==> src/rtl/b05_disp_pkg.sv <==
// b05_disp_pkg: segment codes and FSM state encoding shared by the b05 display reader
package b05_disp_pkg;

    localparam logic [6:0] SEG_D0    = 7'b0111111;
    localparam logic [6:0] SEG_D1    = 7'b0011000;
    localparam logic [6:0] SEG_D2    = 7'b1101100;
    localparam logic [6:0] SEG_D3    = 7'b1111001;
    localparam logic [6:0] SEG_D4    = 7'b1011010;
    localparam logic [6:0] SEG_D5    = 7'b1110110;
    localparam logic [6:0] SEG_D6    = 7'b1110111;
    localparam logic [6:0] SEG_D7    = 7'b0011100;
    localparam logic [6:0] SEG_D8    = 7'b1111111;
    localparam logic [6:0] SEG_D9    = 7'b1111110;
    localparam logic [6:0] SEG_BLANK = 7'b0000000;
    localparam logic [6:0] SEG_DASH  = 7'b1000000;

    typedef logic [2:0] state_t;

    localparam state_t ST_IDLE   = 3'd0;
    localparam state_t ST_REPORT = 3'd1;
    localparam state_t ST_BLANK  = 3'd2;
    localparam state_t ST_DASH   = 3'd3;
    localparam state_t ST_HOLD   = 3'd4;

endpackage

==> src/rtl/b05_disp_reader_if.sv <==
// b05_disp_reader_if: display buses in, decoded readout out; ERR_CNT exists only with B05_DISP_ERRCNT_EN
interface b05_disp_reader_if;

    logic       SIGN;
    logic [6:0] DISPMAX1;
    logic [6:0] DISPMAX2;
    logic [6:0] DISPMAX3;
    logic [6:0] DISPNUM1;
    logic [6:0] DISPNUM2;
    logic       VALID;
    logic [7:0] MAX_MAG;
    logic       MAX_NEG;
    logic [4:0] NUM_VAL;
    logic       BLANK;
    logic       DASH;
    logic       ERR;
`ifdef B05_DISP_ERRCNT_EN
    logic [7:0] ERR_CNT;
`endif

    modport master (
`ifdef B05_DISP_ERRCNT_EN
        input  ERR_CNT,
`endif
        output SIGN, DISPMAX1, DISPMAX2, DISPMAX3, DISPNUM1, DISPNUM2,
        input  VALID, MAX_MAG, MAX_NEG, NUM_VAL, BLANK, DASH, ERR
    );

    modport slave (
`ifdef B05_DISP_ERRCNT_EN
        output ERR_CNT,
`endif
        input  SIGN, DISPMAX1, DISPMAX2, DISPMAX3, DISPNUM1, DISPNUM2,
        output VALID, MAX_MAG, MAX_NEG, NUM_VAL, BLANK, DASH, ERR
    );

endinterface

==> src/rtl/b05_seg_dec.sv <==
// b05_seg_dec: 7-segment code to decimal digit, flagging codes outside the digit table
module b05_seg_dec
    import b05_disp_pkg::*;
(
    input  logic [6:0] i_code,
    output logic [3:0] o_digit,
    output logic       o_illegal
);

    // table lookup; anything not in the table decodes as 0 with the illegal flag set
    always_comb begin
        o_illegal = 1'b0;
        case (i_code)
            SEG_D0:  o_digit = 4'd0;
            SEG_D1:  o_digit = 4'd1;
            SEG_D2:  o_digit = 4'd2;
            SEG_D3:  o_digit = 4'd3;
            SEG_D4:  o_digit = 4'd4;
            SEG_D5:  o_digit = 4'd5;
            SEG_D6:  o_digit = 4'd6;
            SEG_D7:  o_digit = 4'd7;
            SEG_D8:  o_digit = 4'd8;
            SEG_D9:  o_digit = 4'd9;
            default: begin
                o_digit   = 4'd0;
                o_illegal = 1'b1;
            end
        endcase
    end

endmodule

==> src/rtl/b05_disp_reader.sv <==
// b05_disp_reader: debounces and decodes the b05 display buses; B05_DISP_ERRCNT_EN adds ERR_CNT
module b05_disp_reader
    import b05_disp_pkg::*;
#(
    parameter int STABLE_CYCLES = 2
) (
    input logic         CLOCK,
    input logic         RESET,
    b05_disp_reader_if.slave bus
);

    localparam logic [3:0]  SAT      = 4'(STABLE_CYCLES);
    localparam logic [35:0] DASH_PAT = {1'b1, {5{SEG_DASH}}};
    localparam logic [35:0] BLANK_PAT = {1'b0, {5{SEG_BLANK}}};

    logic [35:0] w_frame;
    logic [35:0] r_snap;
    logic [35:0] r_prev;
    logic [3:0]  r_cnt;
    logic        w_match;
    logic        w_fire;
    logic [6:0]  w_code [5];
    logic [3:0]  w_dig  [5];
    logic        w_ill  [5];
    logic        w_legal;
    state_t      r_state;
    state_t      w_class;
    state_t      w_next;
    logic        r_err;
    logic [7:0]  r_max_mag;
    logic        r_max_neg;
    logic [4:0]  r_num_val;
    logic        r_blank;
    logic        r_dash;

    assign w_frame = {bus.SIGN, bus.DISPMAX1, bus.DISPMAX2, bus.DISPMAX3, bus.DISPNUM1, bus.DISPNUM2};
    assign w_match = r_snap == r_prev;
    // classification happens exactly on the edge the counter saturates; a mismatch blocks it
    assign w_fire  = w_match && r_cnt == SAT - 4'd1;

    assign w_code[0] = r_snap[34:28];
    assign w_code[1] = r_snap[27:21];
    assign w_code[2] = r_snap[20:14];
    assign w_code[3] = r_snap[13:7];
    assign w_code[4] = r_snap[6:0];

    genvar g;
    generate
        for (g = 0; g < 5; g++) begin : g_dec
            b05_seg_dec u_dec (
                .i_code    (w_code[g]),
                .o_digit   (w_dig[g]),
                .o_illegal (w_ill[g])
            );
        end
    endgenerate

    // leading digits of MAX and NUM may only be 0 or 1
    assign w_legal = !(w_ill[0] || w_ill[1] || w_ill[2] || w_ill[3] || w_ill[4])
                     && w_dig[0] <= 4'd1 && w_dig[3] <= 4'd1;

    // frame classification and next state
    always_comb begin
        w_class = r_snap == BLANK_PAT ? ST_BLANK :
                  r_snap == DASH_PAT  ? ST_DASH  :
                  w_legal             ? ST_REPORT : ST_HOLD;
        w_next  = w_fire                 ? w_class :
                  r_state == ST_IDLE     ? ST_IDLE :
                  r_state == ST_HOLD && r_cnt != SAT ? ST_IDLE : ST_HOLD;
    end

    // snapshot pipeline and saturating stability counter
    always_ff @(posedge CLOCK or posedge RESET) begin
        if (RESET) begin
            r_snap <= '0;
            r_prev <= '0;
            r_cnt  <= '0;
        end else begin
            r_snap <= w_frame;
            r_prev <= r_snap;
            r_cnt  <= !w_match ? 4'd0 : r_cnt == SAT ? SAT : r_cnt + 4'd1;
        end
    end

    // FSM and output registers, loaded on the edge that enters the classified state
    always_ff @(posedge CLOCK or posedge RESET) begin
        if (RESET) begin
            r_state   <= ST_IDLE;
            r_err     <= 1'b0;
            r_max_mag <= '0;
            r_max_neg <= 1'b0;
            r_num_val <= '0;
            r_blank   <= 1'b0;
            r_dash    <= 1'b0;
        end else begin
            r_state <= w_next;
            r_err   <= w_fire && w_class == ST_HOLD;
            if (w_fire) begin
                r_blank <= w_class == ST_BLANK;
                r_dash  <= w_class == ST_DASH;
            end
            if (w_fire && w_class == ST_REPORT) begin
                r_max_mag <= 8'd100 * 8'(w_dig[0]) + 8'd10 * 8'(w_dig[1]) + 8'(w_dig[2]);
                r_max_neg <= r_snap[35];
                r_num_val <= 5'd10 * 5'(w_dig[3]) + 5'(w_dig[4]);
            end else if (w_fire && w_class == ST_DASH) begin
                r_max_mag <= '0;
                r_max_neg <= 1'b0;
                r_num_val <= '0;
            end
        end
    end

    assign bus.VALID   = r_state == ST_REPORT;
    assign bus.MAX_MAG = r_max_mag;
    assign bus.MAX_NEG = r_max_neg;
    assign bus.NUM_VAL = r_num_val;
    assign bus.BLANK   = r_blank;
    assign bus.DASH    = r_dash;
    assign bus.ERR     = r_err;

`ifdef B05_DISP_ERRCNT_EN
    logic [7:0] r_err_cnt;

    // saturating count of ERR pulses, updated on the same edge that raises ERR
    always_ff @(posedge CLOCK or posedge RESET) begin
        if (RESET)
            r_err_cnt <= '0;
        else if (w_fire && w_class == ST_HOLD && r_err_cnt != 8'hFF)
            r_err_cnt <= r_err_cnt + 8'd1;
    end

    assign bus.ERR_CNT = r_err_cnt;
`endif

endmodule

==> src/flat_wrapper.sv <==
// flat-port wrapper written by rule: the top's interface ports become plain ports
module b05_disp_reader_flat import b05_disp_pkg::*;
#(
    parameter int STABLE_CYCLES = 2
)
  (CLOCK, RESET, bus_SIGN, bus_DISPMAX1, bus_DISPMAX2, bus_DISPMAX3, bus_DISPNUM1, bus_DISPNUM2, bus_VALID, bus_MAX_MAG, bus_MAX_NEG, bus_NUM_VAL, bus_BLANK, bus_DASH, bus_ERR);
  b05_disp_reader_if bus_i ();
  input logic CLOCK;
  input logic RESET;
  input wire logic [$bits(bus_i.SIGN)-1:0] bus_SIGN;
  input wire logic [$bits(bus_i.DISPMAX1)-1:0] bus_DISPMAX1;
  input wire logic [$bits(bus_i.DISPMAX2)-1:0] bus_DISPMAX2;
  input wire logic [$bits(bus_i.DISPMAX3)-1:0] bus_DISPMAX3;
  input wire logic [$bits(bus_i.DISPNUM1)-1:0] bus_DISPNUM1;
  input wire logic [$bits(bus_i.DISPNUM2)-1:0] bus_DISPNUM2;
  output wire logic [$bits(bus_i.VALID)-1:0] bus_VALID;
  output wire logic [$bits(bus_i.MAX_MAG)-1:0] bus_MAX_MAG;
  output wire logic [$bits(bus_i.MAX_NEG)-1:0] bus_MAX_NEG;
  output wire logic [$bits(bus_i.NUM_VAL)-1:0] bus_NUM_VAL;
  output wire logic [$bits(bus_i.BLANK)-1:0] bus_BLANK;
  output wire logic [$bits(bus_i.DASH)-1:0] bus_DASH;
  output wire logic [$bits(bus_i.ERR)-1:0] bus_ERR;
  assign bus_i.SIGN = bus_SIGN;
  assign bus_i.DISPMAX1 = bus_DISPMAX1;
  assign bus_i.DISPMAX2 = bus_DISPMAX2;
  assign bus_i.DISPMAX3 = bus_DISPMAX3;
  assign bus_i.DISPNUM1 = bus_DISPNUM1;
  assign bus_i.DISPNUM2 = bus_DISPNUM2;
  assign bus_VALID = bus_i.VALID;
  assign bus_MAX_MAG = bus_i.MAX_MAG;
  assign bus_MAX_NEG = bus_i.MAX_NEG;
  assign bus_NUM_VAL = bus_i.NUM_VAL;
  assign bus_BLANK = bus_i.BLANK;
  assign bus_DASH = bus_i.DASH;
  assign bus_ERR = bus_i.ERR;
  b05_disp_reader #(.STABLE_CYCLES(STABLE_CYCLES)) u_core (.CLOCK(CLOCK), .RESET(RESET), .bus(bus_i));
endmodule
==> config.mk <==
export PLATFORM = sky130hd
export DESIGN_NAME = b05_disp_reader_flat
export DESIGN_NICKNAME = d
export VERILOG_FILES = /design/src/rtl/b05_disp_pkg.sv /design/src/rtl/b05_disp_reader_if.sv /design/src/rtl/b05_seg_dec.sv /design/src/rtl/b05_disp_reader.sv /design/src/flat_wrapper.sv
export SDC_FILE = /design/constraint.sdc
export NUM_CORES = 1
export LEC_CHECK = 0
export ABC_AREA = 1
export CAP_MARGIN = 5
export CORE_UTILIZATION = 62
export CTS_CLUSTER_DIAMETER = 120
export DETAILED_ROUTE_END_ITERATION = 6
export PLACE_DENSITY = 0.93
export SLEW_MARGIN = 0
export SYNTH_ARGS = -nofsm -noshare
export SYNTH_HDL_FRONTEND = slang
export SYNTH_SLANG_ARGS = --single-unit
==> constraint.sdc <==
create_clock -name CLOCK -period 5.6 [get_ports CLOCK]
set_input_delay 0.84 -clock CLOCK [delete_from_list [all_inputs] [get_ports CLOCK]]
set_output_delay 0.84 -clock CLOCK [all_outputs]
set_load 0.05 [all_outputs]
Word level (Yosys, flattened, before mapping)
Index checks and enable logic that the tools add are counted.
{ "classes": {"add_sub_neg": 4, "n_mul": 3, "order_cmp": 2, "n_eq_ne": 61, "muxes": 24, "n_reduce_logical": 20} }
{ "op_table": {"columns": ["op", "count"], "rows": [
  ["equality test 7 bit (second input constant)", 35],
  ["one-hot mux 4 bit (9 select lines)", 5],
  ["equality test 7 x 5 -> 1 bit (second input constant)", 10],
  ["OR reduction 10 bit", 5],
  ["equality test 36 bit", 1],
  ["equality test 36 bit (second input constant)", 1],
  ["logical NOT 36 bit", 1],
  ["equality test 7 x 6 -> 1 bit (second input constant)", 5],
  ["two-way mux 3 bit", 6],
  ["two-way mux 8 bit", 2],
  ["two-way mux 5 bit", 2],
  ["adder 8 x 4 -> 8 bit", 1],
  ["adder 8 bit", 1],
  ["<= comparator 4 x 1 -> 1 bit (second input constant)", 2],
  ["two-way mux 4 bit", 2],
  ["logical AND 1 bit", 7],
  ["multiplier 3 x 4 -> 7 bit (first input constant)", 1],
  ["two-way mux 1 bit", 7],
  ["equality test 3 x 1 -> 1 bit (second input constant)", 2],
  ["equality test 3 x 2 -> 1 bit (second input constant)", 2],
  ["equality test 3 bit (second input constant)", 2],
  ["multiplier 5 x 4 -> 6 bit (first input constant)", 1],
  ["adder 5 x 4 -> 5 bit", 1],
  ["adder 4 x 1 -> 4 bit (second input constant)", 1],
  ["8 further kinds", 11]
]} }
{ "word_totals": {"register_bits": 96, "inputBits": 38, "output_inout_bits": 18, "wordCells": 124} }

Logic depth before layout (Yosys ltp)
Gate-level depths: netlist of run 1.
{ "logic_depth": {"depth_word": 17, "mapped_depth": 23, "ltp_nobuf": 23} }

Modules after synthesis
From an unflattened synthesis of run 1, not the netlist that was laid out.
{ "hier_totals": {"hier_cells": 706, "hier_area_um2": 5517.8} }
{ "by_module_without_submodules": {"columns": ["mod", "instances", "cells_per_inst", "area_per_inst_um2", "seq_area_each_um2"], "rows": [
  ["b05_disp_reader", 1, 496, 4523.1, 2402.3],
  ["b05_seg_dec", 5, 42, 198.9, 0.0]
]} }

Worst setup path after synthesis of run 1
OpenSTA, ideal clock, no wires.
{ "synth_timing": {"kind": "reg-to-reg", "from": "reg u_core.r_snap[26]", "to": "reg u_core.r_max_mag[7], in the netlist u_core.bus.MAX_MAG[7]", "setup_ns": 0.122, "arrival_ns": 3.356, "t_required_ns": 5.478, "slack_ns": 2.122, "path_stages_with_launch": 23, "n_path_buf": 0, "period_less_slack_ns": 3.478, "path_cell_list": "dfrtp_1 > nand2_1 > nor2_4 > nand3b_1 > inv_1 > nor2_1 > nand2_1 > ha_1 > ha_1 > inv_1 > fa_1 > xor2_1 > inv_1 > ha_1 > ha_1 > nand4_1 > or2_2 > and3_1 > inv_1 > nand2_1 > nand2_1 > xor2_1 > o21ai_1"} }
{ "synth_via": {"elab_chain_cells": 16, "word_cells_on_any_way": 36, "classes_between": "2 x add/sub; 1 x mul; 14 x eq/ne; 6 x mux; 13 x reduce/logical"} }
{ "synth_rtl": {"columns": ["element", "line_no", "rtl"], "rows": [
  ["from (decl)", "b05_disp_reader.sv:17", "logic [35:0] r_snap;"],
  ["from (signal assigned)", "b05_disp_reader.sv:79", "r_snap <= w_frame;"],
  ["parallel branches: the longest is 16 deep, another holds adder 8 bit", null, null],
  ["to (signal assigned)", "b05_disp_reader.sv:103", "r_max_mag <= 8'd100 * 8'(w_dig[0]) + 8'd10 * 8'(w_dig[1]) + 8'(w_dig[2]);"],
  ["to (decl)", "b05_disp_reader.sv:30", "logic [7:0] r_max_mag;"]
]} }
Several ways; the timed one is not identified.
A chain may end at the register's enable or synchronous reset.

Worst setup path after layout of run 1
{ "layout_timing": {"from": "reg u_core.r_snap[21]", "to": "reg u_core.r_max_mag[7], in the netlist u_core.bus.MAX_MAG[7]"} }
The elaborated chain is that of the path after synthesis.

==> results of run 1 <==
[cells in the mapped netlist (2+ instances only)]
library cell  instances
xor2_1               12
nand3_1              64
dfrtp_1              96
inv_1                90
or2_1                 2
o21ai_1               8
nor2_1              109
nor2_2                8
o21ai_0               9
nor3b_1               2
and2_1                3
or2_2                 2
inv_2                 8
nand2_1             169
nor2_4                4
nand2_2               3
nor2b_1               2
nand4_1              17
xnor2_1              25
nor3_1                9
nand3b_1              7
a21oi_1               5
fa_1                  5
ha_1                 25
buf_2                 4
[area by class of cell]
type,count,area [sq um]
clock buffers,9,124
clock inverters,7,71.3
fillers,647,2280
inverters,98,369
multi-input cells,501,2700
flip-flops and latches,96,2400
well taps,108,135
repair buffers,56,558
[critical path, delay by kind of cell (launching register included)]
family          cells  cell delay [ps]
fa+ha+maj           5             1470
flops               1              480
xor+xnor            2              310
buf+inv             5              400
compound gates      1               70
simple gates       10             1070
[how the worst max path moves through the flow]
stage | startpoint | endpoint | slack [ps]
floorplan | u_core.r_snap[26] | u_core.bus.MAX_MAG[7] | 2120
global route | u_core.r_snap[21] | u_core.bus.MAX_MAG[7] | 1400
finish | u_core.r_snap[21] | u_core.bus.MAX_MAG[7] | 1680
detailed placement | u_core.r_snap[21] | u_core.bus.MAX_MAG[7] | 1760
CTS | u_core.r_snap[21] | u_core.bus.MAX_MAG[7] | 1700
global placement | u_core.r_snap[21] | u_core.bus.MAX_MAG[7] | 1950
[routing by layer]
layer  up-vias  track usage  share of wire  wire, um
li1       2326            -              -         -
met1      2304        0.397           0.41      5630
met2       216        0.514           0.49      6650
met3        52       0.0600          0.061       836
met4         0        0.149          0.038       519
met5         -            0              0         0
[where the power goes]
part	switching (mW)	internal, mW
combinational	0.0956	0.0655
clock	0.280	0.175
sequential	0.0338	0.719
total	0.409	0.960
[logic make-up (layout without fill, tap and decap cells)]
family / count (synthesis) / count (layout) / share of synthesized area
AOI/OAI and AO/OA: 27 / 27 / 0.0273
xor gates and xnor gates: 37 / 37 / 0.0589
adders and majority gates: 30 / 30 / 0.0750
buffers and inverters: 104 / 170 / 0.0734
DFF: 96 / 96 / 0.437
and+or+nand+nor: 407 / 407 / 0.329
[per-stage QoR]
step / util / setup slack (ps) / power [mW] / cells
6_report: 0.736 / 1680 / 1.37 / 875
5_1_grt: 0.736 / 1400 / 1.42 / 875
4_1_cts: 0.736 / 1700 / 1.38 / 875
3_5_place_dp: 0.713 / 1760 / 0.924 / 859
3_3_place_gp: 0.713 / 1950 / 0.920 / 859
2_1_floorplan: - / 2120 / 0.858 / 701
[flip-flops by register name (all words and copies together) (netlist names)]
signal,flops
u_core.bus.MAX_NEG,1
u_core.bus.BLANK,1
u_core.r_snap,36
u_core.r_prev,36
u_core.r_cnt,4
u_core.bus.DASH,1
u_core.bus.MAX_MAG,8
u_core.bus.ERR,1
u_core.r_state,3
u_core.bus.NUM_VAL,5
==> summary.md, run 1 <==
| Metric | Value |
|---|---|
| DRC viols | `1` |
| Buffers on Ports | `55` |
| Most frequent cells in the layout | `169 x nand2_1, 109 x nor2_1, 96 x dfrtp_1` |
| Critical Path Source Type | `flop` |
| Slew @ Worst Pin | `approximately 700 ps` |
| Drt first pass iters | `7` |
| Slew Limit Headroom | `0.524` |
| RSZ-0062 raised after global routing | `no` |
| WS Path Type | `flop to flop` |
| RePlAce Congestion | `0.966` |
| Gr ovfl total | `0` |
| Failing checks | `design-rule violations` |
| TNS Setup | `0 ps` |
| Synth cell types | `38` |
| Synth async-reset ratio | `1.00` |
| Starting Density | `0.637` |
| Global-route usage over all layers | `0.313` |
| Post-DP Area | `between 6000 and 7000 sq um` |
| CTS max path bufs | `2` |
| CTS clock-pin slew for the worst setup and hold paths | `100 ps` |
| Mapped Nets | `about 770` |
| Core ar. | `8640 sq um` |
| Static Leakage | `3.27 nW` |
| Setup Buffers After CTS | `0` |
| Cell Area, Synth | `between 5000 and 6000 sq um` |
| Resized cells post-CTS | `0` |
| Status | `finished with violations` |
| Fmax achieved | `about 0.26 GHz` |
| Total of max-cap violations | `0` |
| Final setup fails | `0` |
| Hold slack | `437 ps` |
| Hold Crit Start | `u_core.r_snap[23]` |
| Layout cells sized above 1 | `0.0626` |
| ANT cells | `0` |
| Die H | `around 96 um` |
| CP Cell Sequence | `inv_1 > nand2_1 > nor2_1 > nand2_1 > nand2_1 > inv_1 > nand2_1 > ha_1 > ha_1 > inv_1 > fa_1 > xor2_1 > inv_1 > ha_1 > ha_1 > nand4_1 > or2_2 > and3_1 > inv_1 > nand2_1 > nand2_1 > xor2_1 > o21ai_1` |
| Cell repeated most along the worst path | `nand2_1` |
| FF+latch count, synth | `96` |
| DIE AREA | `around 9300 sq um` |
| Critical path arrival | `4190 ps` |
| Critical path endpoint category | `flop` |
| Seq/Total Area, Yosys | `0.437` |
| Clk_lat worst skew | `380 ps` |
| Worst EP required | `between 5000 and 6000 ps` |
| Post-synth EDFFs | `0` |
| Hold Path End | `u_core.r_prev[23]` |
| FF-to-FF End | `u_core.bus.MAX_MAG[7]` |
| Post-synth top area share | `0.437` |
| Wire length per cell | `15.6 um` |
| Top_reg_cell synth | `dfrtp_1` |
| Antenna Nets Post-Route | `0` |
| Hold Violations, Final | `0` |
| Largest net degree at the start of global routing | `57` |
| Critical path peak fanout | `6` |
| Crit-path max cell delay | `480 ps` |
| Synth area leaders | `dfrtp_1 44%, nand2_1 12%, nor2_1 7.4%, inv_1 6.1%, nand3_1 5.8%` |
| Vias | `about 4900` |
| Commonest non-fill, non-tap cell in the layout | `nand2_1` |
| Row cnt | `34` |
| Cell taking the most area after synthesis | `dfrtp_1` |
| Syn_area_per_cell | `roughly 7.8 sq um` |
| Max Transition Viols Final | `0` |
| Hold Path Cell Cnt | `0` |
| R2R depth | `23` |
| Synthesis Warnings | `0` |
| Num CTS Buffers | `9` |
| Cts hold-fix bufs | `0` |
| DP HPWL | `~11 mm` |
| CTS sink cnt | `96` |
| IO Pins | `between 50 and 60` |
| Worst VDD drop | `0.155 mV` |
| Final nets | `830` |
| Htree depth | `3` |
| Detailed Route WL | `between 10 and 15 mm` |
| Design area | `6360 sq um` |
| Final Cycle Share | `0.700` |
| Final Skew | `~16 ps` |
| Clock tree root buffer cell | `clkbuf_8` |
| PD cells | `around 220 nW/um^2` |
| Vias/cell | `between 5 and 6` |
| Slowest cell on the critical path | `dfrtp_1` |
| First-pass GRT wire length | `~21 mm` |
| Area growth syn-to-layout | `15.5%` |
| Reg2Reg Setup Slack | `between 1500 and 2000 ps` |
| Synthesized instance count | `approximately 700` |
| Hold Path Class | `flop to flop` |
| Vias in the first global route | `between 4000 and 5000` |
| First DRT Iteration DRCs | `406` |
| CTS tree | `yes` |
| Reg-to-reg critical path startpoint | `u_core.r_snap[21]` |
| Post-layout minimum cycle time | `between 3000 and 4000 ps` |
| Die X | `96.2 um` |
| Initial antenna violation count | `0` |
Note: power is estimated with default switching activity, not from simulation.
==> run 2, diff against run 1 <==
- CORE_UTILIZATION: 62 -> 52
- PLACE_DENSITY: 0.93 -> 0.84
- clock period: 5.6 -> 3.4 ns (I/O delays scaled with it)
==> run 2 against run 1 <==
  * The flow finishes with violations (negative setup slack)
  * Non-clock buffer count grew 44
  * Maximum frequency grew 13%
  * Cell area grew 8.8%
  * Utilization shrank 6.3 points
  * Clock power grew 70%
  * Critical path depth shrank 2
  * Power grew 70%
  * Routed wire length shrank 0.40%
  * Combinational power grew 94%
  * Critical path type unchanged
  * Highest routed layer unchanged
==> summary.md, run 2 (same netlist as run 1, synthesis figures left out) <==
| Metric | Value |
|---|---|
| Worst EP required | `3690 ps (-2180 ps)` |
| IO Pins | `56 (unchanged)` |
| Detailed Route WL | `13.6 mm (-0.40%)` |
| Initial antenna violation count | `0 (unchanged)` |
| Critical path peak fanout | `5 (-1)` |
| Vias/cell | `5.20 (-7.1%)` |
| Num CTS Buffers | `9 (unchanged)` |
| Wire length per cell | `14.3 um (-8.0%)` |
| Area growth syn-to-layout | `25.7%` |
| Design Power | `2.32 mW (+70%)` |
| Hold Path Class | `flop to flop` |
| Antenna Nets Post-Route | `0 (unchanged)` |
| First-pass GRT wire length | `22.3 mm (+4.7%)` |
| Setup WS pre-CTS | `-166 ps (-1930 ps)` |
| PD cells | `336 nW/um^2 (+56%)` |
| Vias in the first global route | `4828 (+5.0%)` |
| Reg-to-reg critical path startpoint | `u_core.r_snap[26]` |
| Buffers on Ports | `55 (unchanged)` |
| Most frequent cells in the layout | `163 x nand2_1, 105 x nor2_1, 95 x dfrtp_1` |
| First DRT Iteration DRCs | `399 (-1.7%)` |
| Critical Path Source Type | `flop` |
| Reg2Reg Setup Slack | `-70 ps (-1750 ps)` |
| Failing checks | `negative setup slack` |
| Setup WS post-layout | `-67.8 ps (-1750 ps)` |
| Total of max-cap violations | `0 (unchanged)` |
| Core ar. | `10300 sq um (+19%)` |
| Critical path endpoint category | `flop` |
| WS Path Type | `flop to flop` |
| Clk_lat worst skew | `400 ps (+20 ps)` |
| DP HPWL | `10.7 mm (+0.40%)` |
| Global-route usage over all layers | `0.264 (-0.0488)` |
| Row cnt | `37 (+8.8%)` |
| Critical path arrival | `3760 ps (-430 ps)` |
| Final setup fails | `1 (+1)` |
| Final nets | `874 (+5.3%)` |
| Vias | `4927 (+0.59%)` |
| ANT cells | `0 (unchanged)` |
| Hold Crit Start | `u_core.r_snap[0]` |
| Max Transition Viols Final | `0 (unchanged)` |
| Status | `finished with violations` |
| Worst VDD drop | `0.437 mV (+180%)` |
| TNS Setup | `-67.8 ps (-67.8 ps)` |
| Static Leakage | `3.47 nW (+6.2%)` |
| FF-to-FF End | `u_core.bus.MAX_MAG[7]` |
| R2R depth | `21 (-8.7%)` |
| Cts hold-fix bufs | `0 (unchanged)` |
| Die H | `105 um (+9.0%)` |
| Largest net degree at the start of global routing | `52 (-8.8%)` |
| Starting Density | `0.535 (-0.102)` |
| RSZ-0062 raised after global routing | `yes` |
| Final Skew | `14.9 ps (-1.40 ps)` |
| Final Cycle Share | `1.02 (+0.320)` |
| CTS max path bufs | `2 (unchanged)` |
| Hold Violations, Final | `0 (unchanged)` |
| Slew Limit Headroom | `0.618 (+0.0940)` |
| CTS sink cnt | `96 (unchanged)` |
| Gr ovfl total | `0 (unchanged)` |
| Drt first pass iters | `5 (-2)` |
| Clock tree root buffer cell | `clkbuf_8` |
| Hold Path End | `u_core.r_prev[0]` |
| Hold Path Cell Cnt | `0 (unchanged)` |
| Fmax achieved | `0.288 GHz (+13%)` |
| Die X | `105 um (+9.0%)` |
| Post-layout minimum cycle time | `3470 ps (-450 ps)` |
| DRC viols | `0 (-1)` |
| Commonest non-fill, non-tap cell in the layout | `nand2_1` |
| CTS clock-pin slew for the worst setup and hold paths | `90 ps (about the same)` |
| RePlAce Congestion | `0.937 (-3.0%)` |
| Util after Layout | `0.673 (-0.0631)` |
| Htree depth | `3 (unchanged)` |
| CTS tree | `yes` |
| Slew @ Worst Pin | `573 ps (-141 ps)` |
| Layout cells sized above 1 | `0.162 (+0.0989)` |
| DIE AREA | `11000 sq um (+19%)` |
run 2: how the worst max path moves through the flow:
stage	start	depth (start not counted)	to	slack [ps]
global placement	u_core.r_snap[24]	20	u_core.bus.MAX_MAG[7]	-50
detailed placement	u_core.r_snap[22]	20	u_core.bus.MAX_MAG[7]	-170
global route	u_core.r_snap[25]	21	u_core.bus.MAX_MAG[7]	-230
floorplan	u_core.r_snap[21]	21	u_core.bus.MAX_MAG[7]	4
CTS	u_core.r_snap[26]	21	u_core.bus.MAX_MAG[7]	-20
finish	u_core.r_snap[26]	21	u_core.bus.MAX_MAG[7]	-70
run 2: routing by layer:
layer  global-route usage  part of all wire  vias to the layer above
met3               0.0643             0.068                       44
met1                0.330              0.42                     2259
met5                    0                 0                        -
met4                0.113             0.038                        0
met2                0.437              0.48                      208
li1                     -                 -                     2416
run 2: area by class of cell:
type	count	area (sq um)
Multi-Input combinational cell	501	2860
Tap cell	136	170
Sequential cell	96	2400
Inverter	98	370
Clock inverter	6	68.8
Clock buffer	10	138
Timing Repair Buffer	100	901
Fill cell	871	3360
run 2: power breakdown:
part | switching (mW) | internal, mW | total (mW)
clock | 0.414 | 0.360 | 0.774
sequential | 0.0504 | 1.18 | 1.23
combinational | 0.172 | 0.140 | 0.312
run 2: stage by stage:
| step | area, sq um | hold slack (ps) | std cells |
|---|---|---|---|
| 6_report | 6920 | 468 | 947 |
| 5_1_grt | 6920 | 477 | 947 |
| 4_1_cts | 6840 | 466 | 946 |
| 3_5_place_dp | 6490 | 447 | 919 |
| 3_3_place_gp | 6490 | 443 | 919 |
| 2_1_floorplan | 5550 | 349 | 701 |
run 2: repair_timing:
action                                  in CTS  in global routing
endpoints found under the setup margin       1                  3
pin swaps                                    9                 15
resized for setup                           19                 19
setup buffers                               11                  1
run 2: worst max-delay path, cell delays in order, from the launching register on:
cell      delay, ps
dfrtp_2         450
nand2_2         100
nor2_4           60
nand3b_1        130
inv_1            70
nor2_2          150
nand2_4          70
ha_4            270
ha_4            130
inv_2            30
fa_2            320
xor2_1          160
inv_1            80
ha_4            280
ha_4            200
buf_4           150
a21oi_2         140
and3_4          200
nand3_1          80
nand2_1          80
xor2_1          140
o21ai_1          80
